<file path="config.mk">
export PLATFORM = sky130hd
export DESIGN_NAME = corescore_stream_arbiter
export DESIGN_NICKNAME = d
export VERILOG_FILES = /design/src/rtl/corescore_stream_arbiter.sv
export SDC_FILE = /design/constraint.sdc
export NUM_CORES = 1
export LEC_CHECK = 0
export CAP_MARGIN = 20
export CORE_MARGIN = 4
export CORE_UTILIZATION = 45
export CTS_CLUSTER_SIZE = 24
export DETAILED_ROUTE_END_ITERATION = 12
export GPL_TIMING_DRIVEN = 1
export PLACE_DENSITY_LB_ADDON = 0.25
export SYNTH_ARGS = -nofsm -noshare
export SYNTH_HDL_FRONTEND = slang
export SYNTH_SLANG_ARGS = --single-unit
</file>
<file path="constraint.sdc">
create_clock -name i_clk -period 2.6 [get_ports i_clk]
set_input_delay 0.65 -clock i_clk [delete_from_list [all_inputs] [get_ports i_clk]]
set_output_delay 0.65 -clock i_clk [all_outputs]
set_load 0.01 [all_outputs]
</file>
<file path="src/rtl/corescore_stream_arbiter.sv">
// Packet-level round-robin arbiter merging N byte streams into one, with stall abort
// and a 2-entry registered skid buffer on the output.
module corescore_stream_arbiter #(
    parameter int unsigned N          = 4,
    parameter int unsigned TIMEOUT    = 1024,
    parameter logic [7:0]  ABORT_BYTE = 8'h21
) (
    input  logic           i_clk,
    input  logic           i_rst_n,
    input  logic [8*N-1:0] i_tdata,
    input  logic [N-1:0]   i_tlast,
    input  logic [N-1:0]   i_tvalid,
    output logic [N-1:0]   o_tready,
    output logic [7:0]     o_tdata,
    output logic           o_tlast,
    output logic           o_tvalid,
    input  logic           i_tready,
    output logic [N-1:0]   o_grant,
    output logic [7:0]     o_abort_cnt
);
    localparam int unsigned IW = $clog2(N);
    localparam int unsigned CW = (TIMEOUT > 0) ? $clog2(TIMEOUT + 1) : 1;

    typedef enum logic [1:0] {StIdle, StPass, StAbort, StDiscard} state_e;

    state_e        state_q, state_d;
    // The pointer only moves on a grant, so it doubles as the current owner index.
    logic [IW-1:0] ptr_q, ptr_d;
    logic [CW-1:0] stall_q, stall_d;
    logic [7:0]    abort_cnt_q, abort_cnt_d;

    logic [7:0]    buf_data_q [2];
    logic [1:0]    buf_last_q;
    logic          wr_q, rd_q;
    logic [1:0]    cnt_q, cnt_d;
    logic          free_q;

    logic          push, pop, push_last;
    logic [7:0]    push_data;
    logic [IW-1:0] cand, next_idx;
    logic          any_req;

    // Descending scan so the smallest cyclic offset after the pointer wins.
    always_comb begin
        cand     = ptr_q;
        next_idx = ptr_q;
        any_req  = 1'b0;
        for (int unsigned i = N; i >= 1; i--) begin
            cand = IW'((32'(ptr_q) + i) % N);
            if (i_tvalid[cand]) begin
                next_idx = cand;
                any_req  = 1'b1;
            end
        end
    end

    always_comb begin
        state_d     = state_q;
        ptr_d       = ptr_q;
        stall_d     = stall_q;
        abort_cnt_d = abort_cnt_q;
        o_tready    = '0;
        push        = 1'b0;
        push_data   = i_tdata[8*ptr_q +: 8];
        push_last   = i_tlast[ptr_q];
        unique case (state_q)
            StIdle: begin
                stall_d = '0;
                if (any_req) begin
                    ptr_d   = next_idx;
                    state_d = StPass;
                end
            end
            StPass: begin
                o_tready[ptr_q] = free_q;
                if (i_tvalid[ptr_q] && free_q) begin
                    push    = 1'b1;
                    stall_d = '0;
                    if (i_tlast[ptr_q]) state_d = StIdle;
                end else if (!i_tvalid[ptr_q]) begin
                    stall_d = stall_q + 1'b1;
                    if (TIMEOUT != 0 && stall_d == CW'(TIMEOUT)) begin
                        state_d = StAbort;
                        stall_d = '0;
                        if (abort_cnt_q != 8'hFF) abort_cnt_d = abort_cnt_q + 8'd1;
                    end
                end
            end
            StAbort: begin
                push_data = ABORT_BYTE;
                push_last = 1'b1;
                if (free_q) begin
                    push    = 1'b1;
                    state_d = StDiscard;
                end
            end
            StDiscard: begin
                o_tready[ptr_q] = 1'b1;
                if (i_tvalid[ptr_q] && i_tlast[ptr_q]) state_d = StIdle;
            end
            default: state_d = StIdle;
        endcase
    end

    always_ff @(posedge i_clk or negedge i_rst_n) begin
        if (!i_rst_n) begin
            state_q     <= StIdle;
            ptr_q       <= IW'(N - 1);
            stall_q     <= '0;
            abort_cnt_q <= '0;
        end else begin
            state_q     <= state_d;
            ptr_q       <= ptr_d;
            stall_q     <= stall_d;
            abort_cnt_q <= abort_cnt_d;
        end
    end

    assign o_tvalid = (cnt_q != 2'd0);
    assign pop      = o_tvalid && i_tready;
    assign o_tdata  = buf_data_q[rd_q];
    assign o_tlast  = buf_last_q[rd_q];

    always_comb begin
        cnt_d = cnt_q;
        if (push && !pop)      cnt_d = cnt_q + 2'd1;
        else if (!push && pop) cnt_d = cnt_q - 2'd1;
    end

    // free_q is registered from cnt_d so o_tready never depends on i_tready combinationally.
    always_ff @(posedge i_clk or negedge i_rst_n) begin
        if (!i_rst_n) begin
            buf_data_q[0] <= '0;
            buf_data_q[1] <= '0;
            buf_last_q    <= '0;
            wr_q          <= 1'b0;
            rd_q          <= 1'b0;
            cnt_q         <= '0;
            free_q        <= 1'b1;
        end else begin
            if (push) begin
                buf_data_q[wr_q] <= push_data;
                buf_last_q[wr_q] <= push_last;
                wr_q             <= ~wr_q;
            end
            if (pop) rd_q <= ~rd_q;
            cnt_q  <= cnt_d;
            free_q <= (cnt_d != 2'd2);
        end
    end

    always_comb begin
        o_grant = '0;
        if (state_q != StIdle) o_grant[ptr_q] = 1'b1;
    end

    assign o_abort_cnt = abort_cnt_q;

endmodule

</file>
==> impl_summary.md <==
STA
The portion of the clock cycle consumed by the worst path in the final layout is 0.9598. Setup repair after global routing left no endpoint under its margin. For the final routed database, the setup TNS stands at 0 ns.

The worst pin sits at a relative slew slack of 0.6247. The hold violation total from the final report is 0. Timing would allow up to 400.7 MHz. The routed design could run at a clock period as short as 2.495 ns. The clock arrives with 0.01139 ns of skew. The number of pins with negative max-slew slack in the final report is 0. Setup violations remaining at the end of the flow were counted as 0. For the pin with the worst max-slew slack, the measured transition is 0.5630 ns.

Global route
For met3 alone, demand over resource in global routing was 0.04704. For this run, global-route usage on met1 was measured as 0.2328. The met2 capacity usage during global routing is 0.2966.

The global-route layer with the greatest usage is met2. The initial antenna violation count is 0. The global-route wire length before repair is 10920 µm. The via count of the first global-routing pass came to 2307. For this run, the total global-route usage over all layers was measured as 0.1803.

Entering global routing, the biggest net connects 47 pins. After global routing the overflow that remains totals 0.

Floorplanning
The die height is 87.94 µm. The floorplan step set the die width to 87.94 µm. The effective utilization at floorplan is 0.4744.

The core region area is 0.006061 mm². The floorplan has 28 rows. The overall die area is 0.007733 mm².

The I/O pin count is 69.

Setup path
Data on the critical path is required at its endpoint by 2.79 ns. The worst register-to-register path has a depth of 6. The signal on the critical path passes through ha_1, or3_1, a2111o_1, a221oi_4, and3_4, mux2_2. The setup slack of the most critical reg-to-reg path is 0.10 ns.

The highest net fanout along the worst path is 5. STA classifies the critical path startpoint as a flip-flop. In this run the worst setup path terminates at o_abort_cnt[1]. The slowest cell on the critical path is sky130_fd_sc_hd__a2111o_1. The worst register-to-register path ends at o_abort_cnt[1]. The type of the setup path with the least slack is reg -> reg. STA puts the critical path data arrival time at 2.69 ns. The worst stage delay on the critical path is 0.48 ns. The endpoint class of the critical path is a flip-flop.

In this run the critical register-to-register path is launched from stall_q[0]. The critical path starts at stall_q[0].

Clock network
The clock insertion delay at the later pin of the skew report is 0.31 ns. CTS saw 46 sinks. The root cell of the clock tree is sky130_fd_sc_hd__clkbuf_8.

After clock tree synthesis, the clock-pin slew on the worst setup and hold paths is 0.10 ns. TritonCTS built the clock tree. No sink is reached through more buffers than the 2 on the longest clock path. In this run, post-CTS hold repair placed 0 buffers.

Post-CTS timing repair inserted 0 buffers for setup. The total CTS buffers is 5. In this run the number of H-tree levels came out at 2.

Synthesis
In the post-synthesis netlist, the cell with the most instances is sky130_fd_sc_hd__dfrtp_1. The number of different library cells used by synthesis comes to 46. The synthesis-stage register bit count is 46.

Counting flops with a built-in enable in the synthesized netlist gives 0. The post-synth design cell area is 0.002875 mm². The most used flip-flop cell after synthesis is sky130_fd_sc_hd__dfrtp_1. Of all cell types, the one taking the most synthesized area is sky130_fd_sc_hd__dfrtp_1. The gate count of the mapped netlist is 274. During synthesis, Yosys emitted a total of 0 warnings.

By count the netlist is led by sky130_fd_sc_hd__dfrtp_1 (43), sky130_fd_sc_hd__mux2_2 (23), sky130_fd_sc_hd__nor2_1 (20), sky130_fd_sc_hd__o21ai_0 (20). In the synthesized netlist the async set-or-reset flop fraction comes to 1.000. A synthesized cell averages 10.49 µm².

Of the post-synthesis cell area, the dominant cell type holds 0.3742. The net count after synthesis is 329. The sequential fraction of the synthesis area is 0.4017. Sorting the synthesized cells by area gives the leading types as sky130_fd_sc_hd__dfrtp_1 (37%), sky130_fd_sc_hd__mux2_2 (9.0%), sky130_fd_sc_hd__mux4_2 (8.6%).

Pwr
The static power due to leakage is 1.670 nW. The share of total power dissipated in the clock network is 0.145. The fraction of power spent switching nets is 0.3594.

The power density normalized to cell area is 965.7 mW/mm². The sequential group share of total power is 0.302. The maximum ir drop on the vdd rail is 544.2 µV.

Of the total power, combinational logic draws 0.553. For this design the total switching power over the nets is 1.357 mW. Cell internal power was estimated by the tool at 2.419 mW.

Detailed routing
The overall routed net length is 6603 µm. The number of iterations in the first detailed-routing pass is 4. For this run, design rule violations remaining after detail routing come to 0. The via count of the routed design is 2370. The detail route stage leaves a number of antenna-violating nets equal to 0. For this block, the initial DRC count from the detailed router was 102.

The per-cell via count in the routed design is 5.448. Dividing the detail-routed wire length by the instance count gives 15.18 µm.

Place
At the end of routability-driven placement, the weighted congestion stood at 0.8401. The sum of net half-perimeters after detailed placement is 5080 µm. During placement, the flow inserted port buffers numbering 68. After detailed placement, the total cell area comes to 0.003762 mm².

Final layout
The area growth from synthesis to layout is 35.99%. The final non-filler cell area is 0.003910 mm². The ratio of cells with drive above 1 in the final layout is 0.2250. After filler insertion, the fill cell instance count of the layout stands at 495.

The net count reported at finish is 414. The number of antenna diodes is 0.

Min path
The path type of the worst min-delay path is in -> async.

Status
The flow ran to the end, and the final reports show no timing, DRC or antenna violations.

Run
Max-cap violations in this run came to 0.
[layout by cell type (no fill, tap or decap), types with 9 or more instances in the layout]
master,Yosys,layout
sky130_fd_sc_hd__buf_4,1,22
sky130_fd_sc_hd__nand2_1,15,15
sky130_fd_sc_hd__mux4_2,11,11
sky130_fd_sc_hd__nor2b_1,17,17
sky130_fd_sc_hd__ha_1,12,10
sky130_fd_sc_hd__xnor2_1,10,10
sky130_fd_sc_hd__a21oi_1,17,16
sky130_fd_sc_hd__dfrtp_1,43,43
sky130_fd_sc_hd__mux2_2,23,23
sky130_fd_sc_hd__clkdlybuf4s50_1,0,66
sky130_fd_sc_hd__inv_1,9,9
sky130_fd_sc_hd__nor2_1,20,20
sky130_fd_sc_hd__o21ai_0,20,20
[state kept, by name, indices dropped and copies added, names as in the netlist, named ones only]
| register | count |
|---|---|
| cnt_q | 2 |
| stall_q | 11 |
| wr_q | 1 |
| ptr_q | 2 |
| state_q | 1 |
| buf_last_q | 2 |
| rd_q | 1 |
| buf_data_q | 16 |
| o_abort_cnt | 8 |
| free_q | 1 |
[metal layers]
metal	wire, µm	part of all wire
met1	2881	0.44
met2	3219	0.49
met3	391	0.059
met4	111	0.017
met5	0	0
[per-stage QoR]
step                power (mW)  cells  hold WS [ns]  worst slack (ns)    util
finish                   3.776    435        0.4010            0.1046  0.6451
global route             4.075    435        0.4581          0.008179  0.6451
CTS                      3.807    435        0.4290           0.02131  0.6400
detailed placement       3.246    427        0.4828           -0.1496  0.6208
global placement         3.196    427        0.4841          -0.08530  0.6208
floorplan                2.443    274        0.3544            0.1910       -
[cell type report]
type,instances,area [µm²],area share
inverter,9,33.78,0.008640
sequential,46,1155,0.2954
clock buffer,5,68.82,0.01760
tap,75,93.84,0.02400
multi-input combinational,206,1652,0.4224
clock inverter,3,43.79,0.01120
timing repair buffer,91,863.3,0.2208
[cell families (layout without fill, tap and decap cells)]
| family | count (synthesis) | in the layout | share of synthesized area |
|---|---|---|---|
| AO/OA/AOI/OAI | 56 | 56 | 0.1205 |
| XOR/XNOR | 13 | 13 | 0.03960 |
| adder cells (fa/ha/maj) | 12 | 12 | 0.05222 |
| buffers and inverters | 22 | 108 | 0.03525 |
| flip-flops | 46 | 46 | 0.4017 |
| multiplexers | 38 | 38 | 0.1902 |
| AND/OR/NAND/NOR | 87 | 87 | 0.1606 |
[timing repair]
item / in CTS / in global routing
endpoints found under the setup margin: 4 / 15
resized for setup: 1 / 7
cloned: 0 / 0
[critical path, delay by kind of cell (launching register included)]
| kind | cells | cell delay [ns] |
|---|---|---|
| AO/OA/AOI/OAI | 2 | 0.81 |
| AND/OR/NAND/NOR | 2 | 0.57 |
| flip-flops | 1 | 0.44 |
| multiplexers | 1 | 0.34 |
| adder cells (fa/ha/maj) | 1 | 0.23 |
[worst min path at each step]
stage	startpoint	to	slack [ns]	cells after the start
2_1_floorplan	i_rst_n	async pin	0.35	0
3_3_place_gp	o_abort_cnt[6]	o_abort_cnt[6]	0.48	1
3_5_place_dp	wr_q	wr_q	0.48	1
4_1_cts	i_rst_n	stall_q[9]	0.43	2
5_1_grt	i_rst_n	stall_q[5]	0.46	2
6_report	i_rst_n	stall_q[5]	0.40	2
[power by group through the flow]
stage / registers (mW) / clock network [mW] / logic, mW
6_report: 1.14 / 0.548 / 2.09
5_1_grt: 1.18 / 0.574 / 2.32
4_1_cts: 1.14 / 0.555 / 2.11
3_5_place_dp: 1.15 / 0 / 2.09
3_3_place_gp: 1.14 / 0 / 2.05
2_1_floorplan: 1.06 / 0 / 1.38
No activity file was read; power rests on OpenSTA's default activity.
